$ cat config.mk
export PLATFORM = sky130hd
export DESIGN_NAME = pin_capt_ctrl
export DESIGN_NICKNAME = d
export VERILOG_FILES = /design/src/rtl/pin_capt_pkg.sv /design/src/rtl/pin_capt_ctrl_fifo.sv /design/src/rtl/pin_capt_ctrl.sv
export SDC_FILE = /design/constraint.sdc
export NUM_CORES = 1
export LEC_CHECK = 0
export BUFFER_PORTS_ARGS = -buffer_cell sky130_fd_sc_hd__buf_2
export CORE_AREA = 3 3 144 173
export CTS_CLUSTER_DIAMETER = 150
export DETAILED_ROUTE_END_ITERATION = 7
export DIE_AREA = 0 0 147 176
export GPL_TIMING_DRIVEN = 0
export PLACE_DENSITY = 0.58
export SLEW_MARGIN = 25
export SYNTH_ARGS = -nofsm -noshare
export SYNTH_HDL_FRONTEND = slang
export SYNTH_SLANG_ARGS = --single-unit
$ cat constraint.sdc
create_clock -name clk300 -period 6.1 [get_ports clk300]
set_clock_uncertainty 0.15 [all_clocks]
set_input_delay 1.22 -clock clk300 [delete_from_list [all_inputs] [get_ports clk300]]
set_output_delay 1.22 -clock clk300 [all_outputs]
set_load 0.03 [all_outputs]
$ cat src/rtl/pin_capt_pkg.sv
// Shared types and helpers for the pin_capt capture sequencer.
package pin_capt_pkg;

    localparam int FINE_BITS = 3;
    localparam int CNT_W_DEF = 16;
    localparam int WID_W_DEF = 12;

    typedef enum logic [1:0] {
        IDLE,
        WAIT_RISE,
        WAIT_FALL
    } capt_state_t;

    typedef struct packed {
        logic [CNT_W_DEF+FINE_BITS-1:0] start;
        logic [WID_W_DEF-1:0]           width;
    } pulse_rec_t;

    // Clamp a raw fine-unit difference to the largest value a wid_w-bit field holds.
    function automatic logic [31:0] sat_width(input logic [31:0] diff, input int unsigned wid_w);
        logic [31:0] lim;
        lim = (32'd1 << wid_w) - 32'd1;
        return (diff > lim) ? lim : diff;
    endfunction

endpackage

$ cat src/rtl/pin_capt_ctrl_fifo.sv
// Synchronous show-ahead FIFO with count-based full/empty; a pop frees a slot for a same-cycle push.
module ev_fifo #(
    parameter int WIDTH = 8,
    parameter int DEPTH = 4
) (
    input  logic             clk,
    input  logic             rst,
    input  logic             push,
    input  logic [WIDTH-1:0] wr_data,
    input  logic             pop,
    output logic [WIDTH-1:0] rd_data,
    output logic             empty,
    output logic             full
);
    localparam int AW = $clog2(DEPTH);

    logic [WIDTH-1:0] mem [DEPTH];
    logic [AW-1:0]    wr_ptr;
    logic [AW-1:0]    rd_ptr;
    logic [AW:0]      count;
    logic             do_push;
    logic             do_pop;

    assign empty   = (count == '0);
    assign full    = (count == (AW+1)'(DEPTH));
    assign do_pop  = pop && !empty;
    assign do_push = push && (!full || do_pop);
    assign rd_data = empty ? '0 : mem[rd_ptr];

    always_ff @(posedge clk) begin
        if (rst) begin
            wr_ptr <= '0;
            rd_ptr <= '0;
            count  <= '0;
        end else begin
            if (do_push) begin
                mem[wr_ptr] <= wr_data;
                wr_ptr      <= wr_ptr + 1'b1;
            end
            if (do_pop) begin
                rd_ptr <= rd_ptr + 1'b1;
            end
            if (do_push && !do_pop) begin
                count <= count + 1'b1;
            end else if (do_pop && !do_push) begin
                count <= count - 1'b1;
            end
        end
    end

endmodule

$ cat src/rtl/pin_capt_ctrl.sv
// Capture sequencer: turns pin_capt edge strobes into {start, width} pulse records behind a valid/ready FIFO.
module pin_capt_ctrl
    import pin_capt_pkg::*;
#(
    parameter int CNT_W      = 16,
    parameter int WID_W      = 12,
    parameter int FIFO_DEPTH = 4
) (
    input  logic                   clk300,
    input  logic                   rst,
    input  logic                   arm,
    input  logic                   abort,
    input  logic [7:0]             num_pulses,
    input  logic [WID_W-1:0]       min_width,
    input  logic                   str,
    input  logic                   pin_out,
    input  logic [2:0]             ptime,
    output logic                   ev_valid,
    input  logic                   ev_ready,
    output logic [CNT_W+2:0]       ev_start,
    output logic [WID_W-1:0]       ev_width,
    output logic                   busy,
    output logic                   done,
    output logic                   overflow
);
    localparam int TS_W  = CNT_W + FINE_BITS;
    localparam int REC_W = TS_W + WID_W;

    capt_state_t      state;
    capt_state_t      state_nx;
    logic [CNT_W-1:0] coarse;
    logic [TS_W-1:0]  rise_ts;
    logic [TS_W-1:0]  ts;
    logic [TS_W-1:0]  diff;
    logic [WID_W-1:0] width_c;
    logic [7:0]       num_q;
    logic [7:0]       pcnt;
    logic [WID_W-1:0] minw_q;
    logic             push_q;
    logic             last_q;
    logic [REC_W-1:0] rec_q;
    logic [REC_W-1:0] rd_rec;
    logic             fifo_empty;
    logic             fifo_full;
    logic             pop;
    logic             drop;
    logic             start_run;
    logic             finish;
    logic             rise_take;
    logic             push_take;

    assign ts      = {coarse, ptime};
    assign diff    = ts - rise_ts;
    assign width_c = WID_W'(sat_width(32'(diff), WID_W));

    assign busy     = (state != IDLE);
    assign ev_valid = !fifo_empty;
    assign pop      = ev_valid && ev_ready;
    assign drop     = push_q && fifo_full && !pop;
    assign ev_start = rd_rec[REC_W-1:WID_W];
    assign ev_width = rd_rec[WID_W-1:0];

    always_comb begin
        state_nx  = state;
        start_run = 1'b0;
        rise_take = 1'b0;
        push_take = 1'b0;
        // The record of the final pulse is written one cycle after its falling
        // strobe; the run ends in that write cycle, so busy drops the cycle after.
        finish    = push_q && last_q;
        done      = finish && !abort;
        case (state)
            IDLE: begin
                if (arm) begin
                    start_run = !abort;
                    state_nx  = WAIT_RISE;
                end
            end
            WAIT_RISE: begin
                if (finish) begin
                    state_nx = IDLE;
                end else if (str && pin_out) begin
                    rise_take = 1'b1;
                    state_nx  = WAIT_FALL;
                end
            end
            WAIT_FALL: begin
                if (str && pin_out) begin
                    rise_take = 1'b1;
                end else if (str && !pin_out) begin
                    push_take = (width_c >= minw_q) && !abort;
                    state_nx  = WAIT_RISE;
                end
            end
            default: state_nx = IDLE;
        endcase
        if (abort) begin
            state_nx = IDLE;
        end
    end

    always_ff @(posedge clk300) begin
        if (rst) begin
            state    <= IDLE;
            coarse   <= '0;
            rise_ts  <= '0;
            num_q    <= '0;
            minw_q   <= '0;
            pcnt     <= '0;
            push_q   <= 1'b0;
            last_q   <= 1'b0;
            rec_q    <= '0;
            overflow <= 1'b0;
        end else begin
            state  <= state_nx;
            push_q <= 1'b0;
            last_q <= 1'b0;
            if (start_run) begin
                coarse   <= '0;
                num_q    <= num_pulses;
                minw_q   <= min_width;
                pcnt     <= '0;
                overflow <= 1'b0;
            end else if (busy) begin
                coarse <= coarse + 1'b1;
            end
            if (rise_take) begin
                rise_ts <= ts;
            end
            if (push_take) begin
                push_q <= 1'b1;
                rec_q  <= {rise_ts, width_c};
                pcnt   <= pcnt + 8'd1;
                last_q <= (num_q != 8'd0) && ((pcnt + 8'd1) == num_q);
            end
            if (drop) begin
                overflow <= 1'b1;
            end
        end
    end

    ev_fifo #(
        .WIDTH (REC_W),
        .DEPTH (FIFO_DEPTH)
    ) u_fifo (
        .clk     (clk300),
        .rst     (rst),
        .push    (push_q),
        .wr_data (rec_q),
        .pop     (pop),
        .rd_data (rd_rec),
        .empty   (fifo_empty),
        .full    (fifo_full)
    );

endmodule

==> impl_metrics.toml, run 1 <==
[floorplan]
io_pins = 65
start_util_pct = 44.78
core_area_sq_um = 23350
rows = 61
die_h_um = 176
die-area_sq_um = 25870
dieWidth_um = 147

[sta]
max_freq_mhz = 174.3
slew_headroom_pct = 42.03
timing.final.ws_setup_ns = 0.3613
worst_slew_pin_slew_ns = 0.8695
min_period_ns = 5.739
period_share_pct = 94.08
maxSlewViolCount = 0
final-setup-viol-count = 0
tns_ns = 0
rsz0062_at_grt = "false"
hold_viol = 0

[critical_path]
required_ns = 6.38
critPathMaxFanout = 10
path_cells = "buf_2, inv_1, ha_1, fa_1, nand2b_1, a21o_1, a211o_1, o311ai_0, o21ai_0, a2111oi_4, buf_4, nand2_1, ha_1, a21o_1, a21o_1, a21oi_1, o2111ai_1, clkbuf_1, clkbuf_1, nand3_1, a21oi_1"
critPathLaunchType = "input port"
crit_top_cell = "a21o_1"
crit_slowest_cell = "a2111oi_4"
max_stage_delay_ns = 0.64
crit_arrival_ns = 6.02
endpoint_kind = "register"
worstSetupPathType = "input port to register"

[finish]
drive_gt1_share_pct = 14.55
final_area_sq_um = 12070
insertedDiodeCount = 0
nets = 1065
fillers = 2174
area_growth_pct = 15.43

[yosys]
synth-seq-cells = 232
synthCells = 899
yosysWarnings = 0
synth_area_sq_um = 10460
yosys.area.top_type = "edfxtp_1"
syn_nets = 972
yosys-top-cells-area = "edfxtp_1 36%, dfxtp_1 21%, mux4_2 6.7%"
synth_ff_type = "edfxtp_1"
synth_top_area_share_pct = 35.61
syn_avg_cell_area_sq_um = 11.63
synth_cell_type_count = 52
ys_seq_area_share_pct = 56.28
async_flop_share_pct = 0
synth-edff-count = 124

[worst_hold_path]
hp-class = "register to register"

[clock_network]
postCtsResizedCells = 0
hold_buffers = 0
clock_sinks = 232
clock_latency_ns = 0.51
cts_htree_levels = 1
cts_setup_buffers = 0
clockBufferDepth = 3
cts-buffers-inserted = 24
clkSlewWorstSetupHoldPaths_ns = 0.06
root_buffer = "clkbuf_16"
tritoncts = "built"

[global_routing]
grt_max_degree = 23
overflow = 0
antenna_found_initial = 0
grtUsageTotal_pct = 17.54
first_global_vias = 6736
grt_first_pass_wirelength_um = 36410

[power_and_ir_drop]
irDropWorstVdd_v = 0.0001687
power.density_nw_per_um2 = 302.5
leakagePower_nw = 4.613

[placement]
io_buffers = 63
dp_slack_ns = -0.1311
hpwlAfterDp_um = 16890
place_area_sq_um = 11270
gp_congestion = 0.8056

[detailed_routing]
vias = 6900
via_per_inst = 5.208
post_drt_wl_per_cell_um = 17.06
route.antenna.remaining_nets = 0
drc = 0
wirelength_um = 22600
drt-initial-drc-count = 300
dr.pass1.iters = 5

[run_status]
outcome = "completed"

[flow_run]
drv_cap = 0
==> cell usage in the layout, fill, tap and decap left out, types with 22 or more instances in the layout <==
cell       instances
edfxtp_1         124
clkbuf_16         25
xor2_1            26
nor2_1            64
mux4_2            31
dfxtp_1          108
a21oi_1           75
mux2i_1           22
o21ai_0           35
inv_1             41
and2_1            34
nand2_1           67
ha_1              41
clkbuf_1          39
buf_2             63
nand3_1           37
==> worst paths after layout <==
| kind | slack (ns) | start | end | cells after the start |
|---|---|---|---|---|
| hold / removal | 0.30 | minw_q[10] | minw_q[10] | 2 |
| setup / recovery | 0.36 | ptime[0] | rec_q[27] | 21 |
| setup reg to reg | 0.78 | rise_ts[6] | rec_q[27] | 18 |
| hold reg to reg | 0.30 | minw_q[10] | minw_q[10] | 2 |
==> Yosys cell counts (3+ instances only) <==
master and instances:
xor2_1 26, dfxtp_1 108, a211oi_1 4, or3_1 3, nand3_1 37, and3_1 10, nor2_1 64, a21oi_1 75
buf_1 9, o21ai_0 35, nand2b_1 15, o21a_1 4, a21o_1 10, and2_1 38, nand2_1 67, nand4_1 5
nor3_1 8, a311oi_1 11, inv_1 41, nor2b_1 8, nor3b_1 8, clkbuf_1 37, edfxtp_1 124, mux2i_1 22
mux4_2 31, o211ai_1 11, xnor2_1 17, nor4_1 3, ha_1 41
==> kinds of logic after synthesis <==
logic type,after synthesis,synth area share (%)
simple gates,270,12.67
flops,232,56.28
compound gates,169,10.07
buf+inv,89,3.302
mux,53,8.782
xor+xnor,43,3.601
fa+ha+maj,43,5.288
==> stage by stage <==
stage | std cells | hold slack (ns) | util, % | total power [mW]
final | 1325 | 0.3042 | 51.69 | 3.652
after global routing | 1325 | 0.3237 | 51.69 | 3.824
after CTS | 1325 | 0.3068 | 51.69 | 3.705
after detailed placement | 1281 | 0.2982 | 48.27 | 2.243
after global placement | 1277 | 0.2946 | 47.81 | 2.239
after floorplan | 899 | 0.2863 | - | 2.086
==> critical path: cells and delay by family <==
| family | cells | cell delay [ns] |
|---|---|---|
| AO/OA/AOI/OAI | 10 | 2.23 |
| buffers and inverters | 5 | 1.25 |
| adder cells (fa/ha/maj) | 3 | 0.89 |
| AND/OR/NAND/NOR | 3 | 0.42 |
==> routing by layer <==
metal	vias to the layer above	share of wire, %	track usage [%]
met1	3322	45	23.11
met2	101	50	31.17
met5	-	0	0
li1	3448	-	-
met4	0	1.9	4.118
met3	29	3.3	2.080
==> power breakdown <==
group / internal (mW) / total (mW) / switching [mW]
Sequential: 1.65 / 1.67 / 0.0223
Clock: 0.881 / 1.46 / 0.577
Combinational: 0.189 / 0.520 / 0.331
Total: 2.72 / 3.65 / 0.930
==> sequential cells by signal, indices dropped and copies added, names as in the netlist, named ones only <==
signal	count
u_fifo.mem	124
last_q	1
pcnt	8
u_fifo.count	3
coarse	16
rise_ts	19
minw_q	12
push_q	1
num_q	8
u_fifo.wr_ptr	2
rec_q	31
overflow	1
state	2
u_fifo.rd_ptr	2
==> final cells by class <==
class | count | area (sq um) | share of cell area [%]
clock inverter | 16 | 150.1 | 1.244
buffer | 48 | 191.4 | 1.586
sequential | 232 | 5886 | 48.76
clock buffer | 28 | 646.9 | 5.359
multi-input combinational | 578 | 4232 | 35.05
inverter | 41 | 153.9 | 1.275
tap | 315 | 394.1 | 3.265
timing repair buffer | 67 | 417.9 | 3.462
(Power assumes the default switching activity.)
==> run 2: changes to the inputs <==
--- a/config.mk
+++ b/config.mk
@@ -6,12 +6,13 @@
 export NUM_CORES = 1
 export LEC_CHECK = 0
 export BUFFER_PORTS_ARGS = -buffer_cell sky130_fd_sc_hd__buf_2
-export CORE_AREA = 3 3 144 173
+export CORE_AREA = 2 2 143 172
 export CTS_CLUSTER_DIAMETER = 150
 export DETAILED_ROUTE_END_ITERATION = 7
-export DIE_AREA = 0 0 147 176
+export DIE_AREA = 0 0 145 174
 export GPL_TIMING_DRIVEN = 0
 export PLACE_DENSITY = 0.58
+export REMOVE_ABC_BUFFERS = 1
 export SLEW_MARGIN = 25
 export SYNTH_ARGS = -nofsm -noshare
 export SYNTH_HDL_FRONTEND = slang
==> impl_metrics.toml, run 2 (synthesis gave the netlist of run 1 again) <==
[placement]
place_inst = 1247
io_buffers = 64
gp_congestion = 0.7937
place_area_sq_um = 11290
hpwlAfterDp_um = 14200

[finish]
seqCellArea_sq_um = 5891
top_regs = "u_fifo.mem x124, rec_q x31, rise_ts x19"
drive_gt1_share_pct = 16.77
nets = 1027
final_common_cell = "edfxtp_1"
top_register = "u_fifo.mem"
most-common-layout-cells = "124 x edfxtp_1, 106 x dfxtp_1, 75 x a21oi_1"
area_growth_pct = 15.52
fillers = 2091
insertedDiodeCount = 0
final_cells = 1292
largest_reg_flops = 124
multi_input_area_sq_um = 4280
final_area_sq_um = 12080

[detailed_routing]
dr.pass1.iters = 4
drt-initial-drc-count = 262
post_drt_wl_per_cell_um = 15.98
route.antenna.remaining_nets = 0
via_per_inst = 5.187
drc = 0
wirelength_um = 20640
vias = 6701

[floorplan]
start_util_pct = 44.20
dieWidth_um = 145
io_pins = 65
core_area_sq_um = 23660
die_h_um = 174
die-area_sq_um = 25230
rows = 62

[critical_path]
crit_arrival_ns = 5.98
required_ns = 6.36
worstSetupPathType = "input port to register"
critPathMaxFanout = 25
endpoint_kind = "register"
critPathLaunchType = "input port"
reg2reg_slack_ns = 0.81

[sta]
final-setup-viol-count = 0
maxSlewViolCount = 0
rsz0062_at_grt = "false"
hold_viol = 0
period_share_pct = 93.84
max_freq_mhz = 174.7
worst_slew_pin_slew_ns = 0.9397
slew_headroom_pct = 37.35
min_period_ns = 5.724

[clock_network]
clock_latency_ns = 0.51
clockBufferDepth = 3
tritoncts = "built"
clkSlewWorstSetupHoldPaths_ns = 0.06
cts-buffers-inserted = 24
clock_sinks = 232
cts_htree_levels = 1
root_buffer = "clkbuf_16"

[global_routing]
first_global_vias = 6711
grt_max_degree = 54
overflow = 0
antenna_found_initial = 0
grt_first_pass_wirelength_um = 34760
grtUsageTotal_pct = 16.68

[power_and_ir_drop]
leakagePower_nw = 4.625
power.density_nw_per_um2 = 298.6
irDropWorstVdd_v = 0.0002162
totalPowerFinal_mw = 3.608

[flow_run]
drv_cap = 0

[run_status]
outcome = "completed"

[worst_hold_path]
hp-class = "register to register"
==> run 2: cell types whose count changed in the layout (fill, tap and decap cells not counted), moves of 2 or more <==
cell,before,now
buf_4,1,4
clkinv_1,6,4
dfxtp_1,108,106
o2111ai_1,2,0
buf_12,1,4
buf_1,9,0
clkbuf_1,39,5
o2111ai_4,0,2
buf_16,3,5
clkinvlp_2,3,1
==> run 2: area by class of cell <==
cell class / instances / area share [%]
Sequential cell: 232 / 48.76
Clock inverter: 14 / 1.098
Multi-Input combinational cell: 578 / 35.43
Inverter: 41 / 1.274
Clock buffer: 30 / 5.334
Tap cell: 320 / 3.314
Timing Repair Buffer: 77 / 4.785
==> run 2: final timing paths <==
path,start,cells past startpoint,end
worst max-delay path,ptime[0],20,rec_q[0]
worst min-delay path,minw_q[5],2,minw_q[5]
worst max register to register,rise_ts[1],18,rec_q[0]
worst min register to register,minw_q[5],2,minw_q[5]
==> run 2: critical path: stages <==
cell,delay [ns]
buf_2,0.09
inv_1,0.05
ha_1,0.22
fa_1,0.40
nand2b_1,0.18
a21o_1,0.20
a211o_1,0.28
o311ai_0,0.10
o21ai_0,0.20
a2111oi_4,0.35
buf_4,0.26
and2_1,0.15
ha_1,0.22
nand2b_1,0.14
a21o_1,0.17
a21o_1,0.17
a21oi_1,0.30
o2111a_2,0.59
nor2_1,0.33
a311oi_1,0.37
==> run 2: repair_timing <==
action / CTS / global route
hold buffers: 0 / 0
buffers inserted: 1 / 0
endpoints found under the setup margin: 18 / 0
resized for setup: 1 / 0
==> run 2: power by group <==
part / internal [mW] / leakage (nW) / switching [mW]
combinational: 0.193 / 2.13 / 0.313
sequential: 1.65 / 2.12 / 0.0249
clock: 0.838 / 0.376 / 0.586
total: 2.68 / 4.62 / 0.924
==> run 2: per-stage QoR <==
stage / TNS [ns] / hold slack (ns) / utilization [%] / worst slack (ns)
after floorplan: -4.557 / 0.2803 / - / -0.2073
after global placement: -76.27 / 0.2931 / 46.44 / -2.116
after detailed placement: -26.10 / 0.2980 / 47.73 / -1.016
after CTS: 0 / 0.3098 / 51.05 / 0.3612
after global routing: 0 / 0.3304 / 51.06 / 0.02756
final: 0 / 0.3035 / 51.06 / 0.3755
==> run 2: layer usage <==
layer	global-route usage, %	part of all wire, %	up-vias
met5	0	0	-
met4	3.795	1.5	0
met3	2.388	3.2	28
met2	28.79	49	91
met1	22.40	47	3212
li1	-	-	3370
